==> src/rtl/alu_pkg.sv <==
// Shared opcode, flag-index and state definitions for the ALU command driver.
package alu_pkg;

  localparam logic [2:0] ALU_ADD = 3'd0;
  localparam logic [2:0] ALU_SUB = 3'd1;
  localparam logic [2:0] ALU_NOT = 3'd2;
  localparam logic [2:0] ALU_AND = 3'd3;
  localparam logic [2:0] ALU_OR  = 3'd4;
  localparam logic [2:0] ALU_XOR = 3'd5;
  localparam logic [2:0] ALU_EQU = 3'd6;
  localparam logic [2:0] ALU_BLT = 3'd7;

  localparam int FLG_CARRY = 0;
  localparam int FLG_ZERO  = 1;
  localparam int FLG_OVF   = 2;

  typedef enum logic [1:0] {
    ST_IDLE,
    ST_ISSUE,
    ST_RESP
  } drv_state_t;

endpackage

==> src/rtl/alu_cmd_fifo.sv <==
// Command FIFO holding {op, b, a}; pointers carry an extra wrap bit for full detection.
module alu_cmd_fifo #(
  parameter int WIDTH = 4,
  parameter int DEPTH = 4
) (
  input  logic                 clk,
  input  logic                 rst_n,
  input  logic                 push,
  input  logic [2*WIDTH+2:0]   push_data,
  input  logic                 pop,
  output logic                 full,
  output logic                 empty,
  output logic [2*WIDTH+2:0]   head
);

  localparam int AW = $clog2(DEPTH);
  localparam int DW = 2*WIDTH + 3;

  logic [DW-1:0] mem [DEPTH];
  logic [AW:0]   wr_ptr;
  logic [AW:0]   rd_ptr;
  logic          do_push;
  logic          do_pop;

  assign full    = (wr_ptr[AW] != rd_ptr[AW]) && (wr_ptr[AW-1:0] == rd_ptr[AW-1:0]);
  assign empty   = (wr_ptr == rd_ptr);
  assign do_push = push && !full;
  assign do_pop  = pop && !empty;
  assign head    = mem[rd_ptr[AW-1:0]];

  always_ff @(posedge clk) begin
    if (do_push)
      mem[wr_ptr[AW-1:0]] <= push_data;
  end

  always_ff @(posedge clk or negedge rst_n) begin
    if (!rst_n) begin
      wr_ptr <= '0;
      rd_ptr <= '0;
    end else begin
      if (do_push)
        wr_ptr <= wr_ptr + (AW+1)'(1);
      if (do_pop)
        rd_ptr <= rd_ptr + (AW+1)'(1);
    end
  end

endmodule

==> src/rtl/alu_cmd_driver.sv <==
// Initiator for the combinational ALU: queues commands, drives registered operands, returns results in order.
// Optional self-check model is built when ALU_CMD_DRIVER_CHECK_EN is defined.
import alu_pkg::*;

module alu_cmd_driver #(
  parameter int WIDTH = 4,
  parameter int DEPTH = 4
) (
  input  logic             clk,
  input  logic             rst_n,
  input  logic             cmd_valid,
  output logic             cmd_ready,
  input  logic [WIDTH-1:0] cmd_a,
  input  logic [WIDTH-1:0] cmd_b,
  input  logic [2:0]       cmd_op,
  output logic [WIDTH-1:0] alu_a,
  output logic [WIDTH-1:0] alu_b,
  output logic [2:0]       alu_op,
  input  logic [WIDTH-1:0] alu_result,
  input  logic             alu_carry,
  input  logic             alu_zero,
  input  logic             alu_overflow,
  output logic             rsp_valid,
  input  logic             rsp_ready,
  output logic [WIDTH-1:0] rsp_result,
  output logic [2:0]       rsp_flags,
  output logic [2:0]       rsp_op,
  output logic             busy,
  output logic             chk_err,
  output logic [7:0]       chk_err_cnt
);

  drv_state_t         state, state_next;
  logic               fifo_full;
  logic               fifo_empty;
  logic [2*WIDTH+2:0] fifo_head;
  logic               load_alu;
  logic               capture;
  logic               clear_rsp;

  assign cmd_ready = !fifo_full;
  assign busy      = !fifo_empty || (state != ST_IDLE);

  alu_cmd_fifo #(.WIDTH(WIDTH), .DEPTH(DEPTH)) u_fifo (
    .clk       (clk),
    .rst_n     (rst_n),
    .push      (cmd_valid && cmd_ready),
    .push_data ({cmd_op, cmd_b, cmd_a}),
    .pop       (capture),
    .full      (fifo_full),
    .empty     (fifo_empty),
    .head      (fifo_head)
  );

  always_ff @(posedge clk or negedge rst_n) begin
    if (!rst_n)
      state <= ST_IDLE;
    else
      state <= state_next;
  end

  always_comb begin
    state_next = state;
    load_alu   = 1'b0;
    capture    = 1'b0;
    clear_rsp  = 1'b0;
    case (state)
      ST_IDLE: begin
        if (!fifo_empty) begin
          load_alu   = 1'b1;
          state_next = ST_ISSUE;
        end
      end
      ST_ISSUE: begin
        capture    = 1'b1;
        state_next = ST_RESP;
      end
      ST_RESP: begin
        if (rsp_ready) begin
          clear_rsp = 1'b1;
          if (!fifo_empty) begin
            load_alu   = 1'b1;
            state_next = ST_ISSUE;
          end else begin
            state_next = ST_IDLE;
          end
        end
      end
      default: state_next = ST_IDLE;
    endcase
  end

  // ALU operands are held between loads so the external ALU output stays settled.
  always_ff @(posedge clk or negedge rst_n) begin
    if (!rst_n) begin
      alu_a      <= '0;
      alu_b      <= '0;
      alu_op     <= '0;
      rsp_valid  <= 1'b0;
      rsp_result <= '0;
      rsp_flags  <= '0;
      rsp_op     <= '0;
    end else begin
      if (load_alu) begin
        alu_a  <= fifo_head[WIDTH-1:0];
        alu_b  <= fifo_head[2*WIDTH-1:WIDTH];
        alu_op <= fifo_head[2*WIDTH+2:2*WIDTH];
      end
      if (capture) begin
        rsp_result           <= alu_result;
        rsp_flags[FLG_CARRY] <= alu_carry;
        rsp_flags[FLG_ZERO]  <= alu_zero;
        rsp_flags[FLG_OVF]   <= alu_overflow;
        rsp_op               <= alu_op;
        rsp_valid            <= 1'b1;
      end else if (clear_rsp) begin
        rsp_valid <= 1'b0;
      end
    end
  end

`ifdef ALU_CMD_DRIVER_CHECK_EN
  logic [WIDTH-1:0] ref_bx;
  logic [WIDTH:0]   ref_sum;
  logic [WIDTH-1:0] ref_result;
  logic             ref_ovf;
  logic             mismatch;

  // Carry and overflow are only meaningful for the arithmetic ops (add, sub, blt).
  always_comb begin
    ref_bx  = alu_b ^ {WIDTH{alu_op[0]}};
    ref_sum = {1'b0, alu_a} + {1'b0, ref_bx} + {{WIDTH{1'b0}}, alu_op[0]};
    ref_ovf = (alu_a[WIDTH-1] == ref_bx[WIDTH-1]) && (ref_sum[WIDTH-1] != alu_a[WIDTH-1]);
    case (alu_op)
      ALU_ADD, ALU_SUB: ref_result = ref_sum[WIDTH-1:0];
      ALU_NOT:          ref_result = ~alu_a;
      ALU_AND:          ref_result = alu_a & alu_b;
      ALU_OR:           ref_result = alu_a | alu_b;
      ALU_XOR:          ref_result = alu_a ^ alu_b;
      ALU_EQU:          ref_result = {{(WIDTH-1){1'b0}}, (alu_a == alu_b)};
      ALU_BLT:          ref_result = {{(WIDTH-1){1'b0}}, ref_sum[WIDTH-1] ^ ref_ovf};
      default:          ref_result = '0;
    endcase
    mismatch = (ref_result != alu_result) || ((ref_result == '0) != alu_zero);
    if (alu_op == ALU_ADD || alu_op == ALU_SUB || alu_op == ALU_BLT)
      mismatch = mismatch || (ref_sum[WIDTH] != alu_carry) || (ref_ovf != alu_overflow);
  end

  always_ff @(posedge clk or negedge rst_n) begin
    if (!rst_n) begin
      chk_err     <= 1'b0;
      chk_err_cnt <= '0;
    end else if (capture && mismatch) begin
      chk_err <= 1'b1;
      if (chk_err_cnt != 8'hFF)
        chk_err_cnt <= chk_err_cnt + 8'd1;
    end
  end
`else
  assign chk_err     = 1'b0;
  assign chk_err_cnt = 8'd0;
`endif

endmodule

==> config.mk <==
export PLATFORM = sky130hd
export DESIGN_NAME = alu_cmd_driver
export DESIGN_NICKNAME = d
export VERILOG_FILES = /design/src/rtl/alu_pkg.sv /design/src/rtl/alu_cmd_fifo.sv /design/src/rtl/alu_cmd_driver.sv
export SDC_FILE = /design/constraint.sdc
export NUM_CORES = 1
export LEC_CHECK = 0
export BUFFER_PORTS_ARGS = -buffer_cell sky130_fd_sc_hd__clkbuf_2
export CORE_ASPECT_RATIO = 1.1
export CORE_MARGIN = 4
export CORE_UTILIZATION = 54
export CTS_CLUSTER_DIAMETER = 150
export DETAILED_ROUTE_END_ITERATION = 10
export PLACE_DENSITY_LB_ADDON = 0.3
export SLEW_MARGIN = 15
export SYNTH_ARGS = -nofsm -noshare
export SYNTH_HDL_FRONTEND = slang
export SYNTH_SLANG_ARGS = --single-unit
export TNS_END_PERCENT = 5
==> constraint.sdc <==
create_clock -name clk -period 2.63 [get_ports clk]
set_input_delay 0.1315 -clock clk [delete_from_list [all_inputs] [get_ports clk]]
set_output_delay 0.1315 -clock clk [all_outputs]
set_load 0.1 [all_outputs]
# == Word level (Yosys, flattened, before mapping) ==
# Memories as Yosys holds them, arrays and structs flattened. A register that Yosys moved wholly into a read port is not among the register bits.
# Index checks and enable logic that the tools add are counted.
# classes
mux,14
n_reduce_logical,12
eq_ne,7
addsub,2
# ops
operator,count
two-way mux 1 bit,10
adder 3 x 1 -> 3 bit (second input constant),2
one-hot mux 2 bit (3 select lines),1
logical AND 1 bit,4
two-way mux 2 bit,2
!= test 2 bit (second input constant),2
nonzero test 2 bit,2
equality test 3 bit,1
zero test 1 bit,3
equality test 2 x 1 -> 1 bit (second input constant),1
equality test 2 bit,1
equality test 2 bit (second input constant),1
zero test 2 bit,1
one-hot mux 1 bit (2 select lines),1
AND reduction 2 bit,1
logical OR 1 bit,1
!= test 1 bit,1
# word_totals
mem_bits_rw,44
output_inout_bits,33
memories,1
elab_cells,43
ff_bits,19
# mem_list
memory,depth,width,rd,rd_ports_with_merged_regs,wr,line_no,rtl
u_fifo.mem,4,11,1,1,1,alu_cmd_fifo.sv:19,logic [DW-1:0] mem [DEPTH];

# == Depth between registers and ports, before layout ==
# logic_depth
ltp_word,7
ltp_mapped,4

# == Hierarchy ==
# A second synthesis with hierarchy kept.
# hier_totals
hier_cells,180
hier_area_um2,3114.2
# by_module_without_submodules
mod,area_per_inst_um2,instances,cells_each
alu_cmd_fifo,2077.0,1,109
alu_cmd_driver,1037.2,1,71

# == Least setup slack after synthesis ==
# OpenSTA, ideal clock, no wires.
# synth_timing
path_type,flip-flop to output port
start,reg u_fifo.rd_ptr[1]
end,out busy
arrival_time_ns,1.833
required_time_ns,2.499
setup_slack_ns,0.666
path_buffers,0
path_stages_with_launch,3
cell_sequence,dfrtp_1 -> xnor2_1 -> nand4_1
# synth_via
elab_chain_len,3
# synth_rtl
item,line_no,rtl
start: declaration,alu_cmd_fifo.sv:21,logic [AW:0] rd_ptr;
start signal: assignment,alu_cmd_fifo.sv:44,rd_ptr <= rd_ptr + (AW+1)'(1);
equality test 3 bit,alu_cmd_fifo.sv:26,assign empty = (wr_ptr == rd_ptr);
zero test 1 bit,alu_cmd_driver.sv:42,assign busy = !fifo_empty || (state != ST_IDLE);
logical OR 1 bit,alu_cmd_driver.sv:42,
end: declaration,alu_cmd_driver.sv:28,"output logic busy,"
# No other way between the ends.

# == Final worst setup path ==
# layout_timing
start,reg u_fifo.wr_ptr[1]
end,out busy
# layout_via
elab_chain_len,3
# layout_rtl
item,line_no,rtl
start: declaration,alu_cmd_fifo.sv:20,logic [AW:0] wr_ptr;
start signal: assignment,alu_cmd_fifo.sv:42,wr_ptr <= wr_ptr + (AW+1)'(1);
equality test 3 bit,alu_cmd_fifo.sv:26,
zero test 1 bit,alu_cmd_driver.sv:42,
logical OR 1 bit,alu_cmd_driver.sv:42,
# No other way between the ends.

==> out/results.tsv <==
metric	value	unit
status	completed	
yosys-top-cells-area	edfxtp_1, dfrtp_1, mux4_2	
routed_wl	4830	µm
clock_latency	340	ps
die_height	85.6	µm
clkTransAtPathRegs	80	ps
min_period	1930	ps
first_pass_iters	4	
yosys.area.top_type	edfxtp_1	
drtIter0Drc	51	
maxCapViolCount	0	
core	5360	µm²
cts-root-buf	clkbuf_8	
synth_cells	181	
fp-row-count	28	
avgRoutedWirePerCell	14.5	µm
cts_tree	built	
path_class	reg2out	
yosysUniqueCellTypes	26	
overflow	0	
die-area	6720	µm²
endpoint_kind	primary output	
drive_gt1_frac	0.350	
syn_area	2960	µm²
numCtsBuffers	9	
ctsLongestPathBuffers	2	
routed-via-count	1624	
hp-class	in2reg	
post-synth-top-area-fraction	0.447	
dp_hpwl	3120	µm
synth-seq-area-share	0.701	
die_width	78.6	µm
fillers	386	
finalSetupViolations	0	
drc	0	
post_cts_buffers	0	
portBuffers	45	
timing.slew.headroom	0.482	
max_clock_freq	0.518	GHz
syn_to_final_growth	22.1	%
final.period_utilization	0.734	
worstPathRequired	2500	ps
setup_tns	0	ps
antenna_left	0	
skew	8.54	ps
syn_avg_cell_area	16.3	µm²
first_global_vias	1672	
htreeDepth	3	
grt_start_max_net_pins	31	
start_util	0.552	
antenna_found_initial	0	
crit_fanout	7	
seqCellArea	2070	µm²
antenna_cells	0	
drt-vias-per-instance	4.89	
yosys_warnings	0	
ys_seq_elements	74	
rsz0062_at_grt	no	
hold_viol_final	0	
multi_input_area	801	µm²
pin_count	55	
cts_sinks	74	
cp.arrival	1800	ps
tightest_slew	777	ps
final_nets	279	
slew_violations	0	
start_kind	register	
track_usage	0.160	
grt_pass1_wl	7940	µm
gp_congestion	0.791	
layout make-up:
type	count	share of cell area
clock buffers	11	0.0364
multi-input cells	96	0.222
inverters	5	0.00520
well taps	75	0.0260
flip-flops and latches	74	0.574
clock inverters	5	0.0218
repair buffers	66	0.115
timing repair:
item,in CTS,in global routing
hold buffers,13,0
resized for setup,0,0
hold endpoints to repair,53,0
endpoints found under the setup margin,0,0
cell usage after synthesis (all sizes together):
cell,n
a31oi,3
conb,1
o21ai,1
nor2b,2
clkbuf,3
a311oi,2
nand3,1
buf,11
nand2,32
dfrtp,30
edfxtp,44
inv,5
nor2,1
ha,5
and2,3
xnor2,4
a21oi,2
nand2b,2
mux2,13
xor2,4
mux4,11
nand4,1
worst paths after layout:
path                       slack, ps  cells after the start               end        startpoint
setup / recovery                 700                      3              busy  u_fifo.wr_ptr[1]
hold / removal                    10                      1  u_fifo.mem[1][1]          cmd_a[1]
setup reg to reg                 770                      4  u_fifo.mem[2][8]  u_fifo.wr_ptr[1]
hold reg to reg                  470                      2         rsp_op[0]         rsp_op[0]
max in group asynchronous       1730                      2          alu_b[2]             rst_n
min in group asynchronous        410                      2         rsp_valid             rst_n
through the flow:
| step | hold slack [ps] | setup slack, ps | utilization | cell area [µm²] | std cells |
|---|---|---|---|---|---|
| floorplan | -164 | 666 | - | 2990 | 189 |
| global placement | 243 | 838 | 0.610 | 3270 | 303 |
| detailed placement | 248 | 793 | 0.610 | 3270 | 303 |
| CTS | 0.486 | 666 | 0.674 | 3610 | 332 |
| global route | 1.66 | 532 | 0.674 | 3610 | 332 |
| finish | 12.7 | 699 | 0.674 | 3610 | 332 |
layer usage:
metal / track usage / vias to the layer above / wire [µm]
met2: 0.261 / 44 / 2430
met5: 0 / - / 0
met1: 0.195 / 797 / 2080
li1: - / 775 / -
met4: 0.0811 / 0 / 83
met3: 0.0441 / 8 / 231
flip-flops by register name, indices dropped and copies added (netlist names):
name and cells:
alu_a 4, alu_b 4, alu_op 3, rsp_flags 3
rsp_op 3, rsp_result 4, rsp_valid 1, state 2
u_fifo.mem 44, u_fifo.rd_ptr 3, u_fifo.wr_ptr 3
placed cells by master, fill, tap and decap left out, drive strengths merged:
cell type    instances
and2                 3
nor2                 1
mux4                11
inv                  5
conb                 9
nor2b                2
xnor2                4
clkbuf              56
ha                   5
xor2                 4
a21oi                2
nand2               32
nand2b               2
o21ai                1
nand3                1
dfrtp               30
buf                  8
clkinvlp             2
mux2                13
a311oi               2
clkinv               1
nand4                1
a31oi                3
bufinv               2
edfxtp              44
dlygate4sd3         13
worst max-delay path, stage by stage (launching register included):
cell,delay [ps]
dfrtp_1,430
xnor2_1,460
nand4_1,160
clkbuf_2,400
cell families (layout without fill, tap and decap cells):
family,after synthesis,count (layout),synth area share
mux,24,24,0.135
xor+xnor,8,8,0.0237
other cells,1,9,0.00127
compound gates,8,8,0.0195
flops,74,74,0.701
buf+inv,19,87,0.0385
simple gates,42,42,0.0605
fa+ha+maj,5,5,0.0212
Power is not shown: default switching activity piles up to over one toggle a cycle in this logic, so the estimate is an artifact.
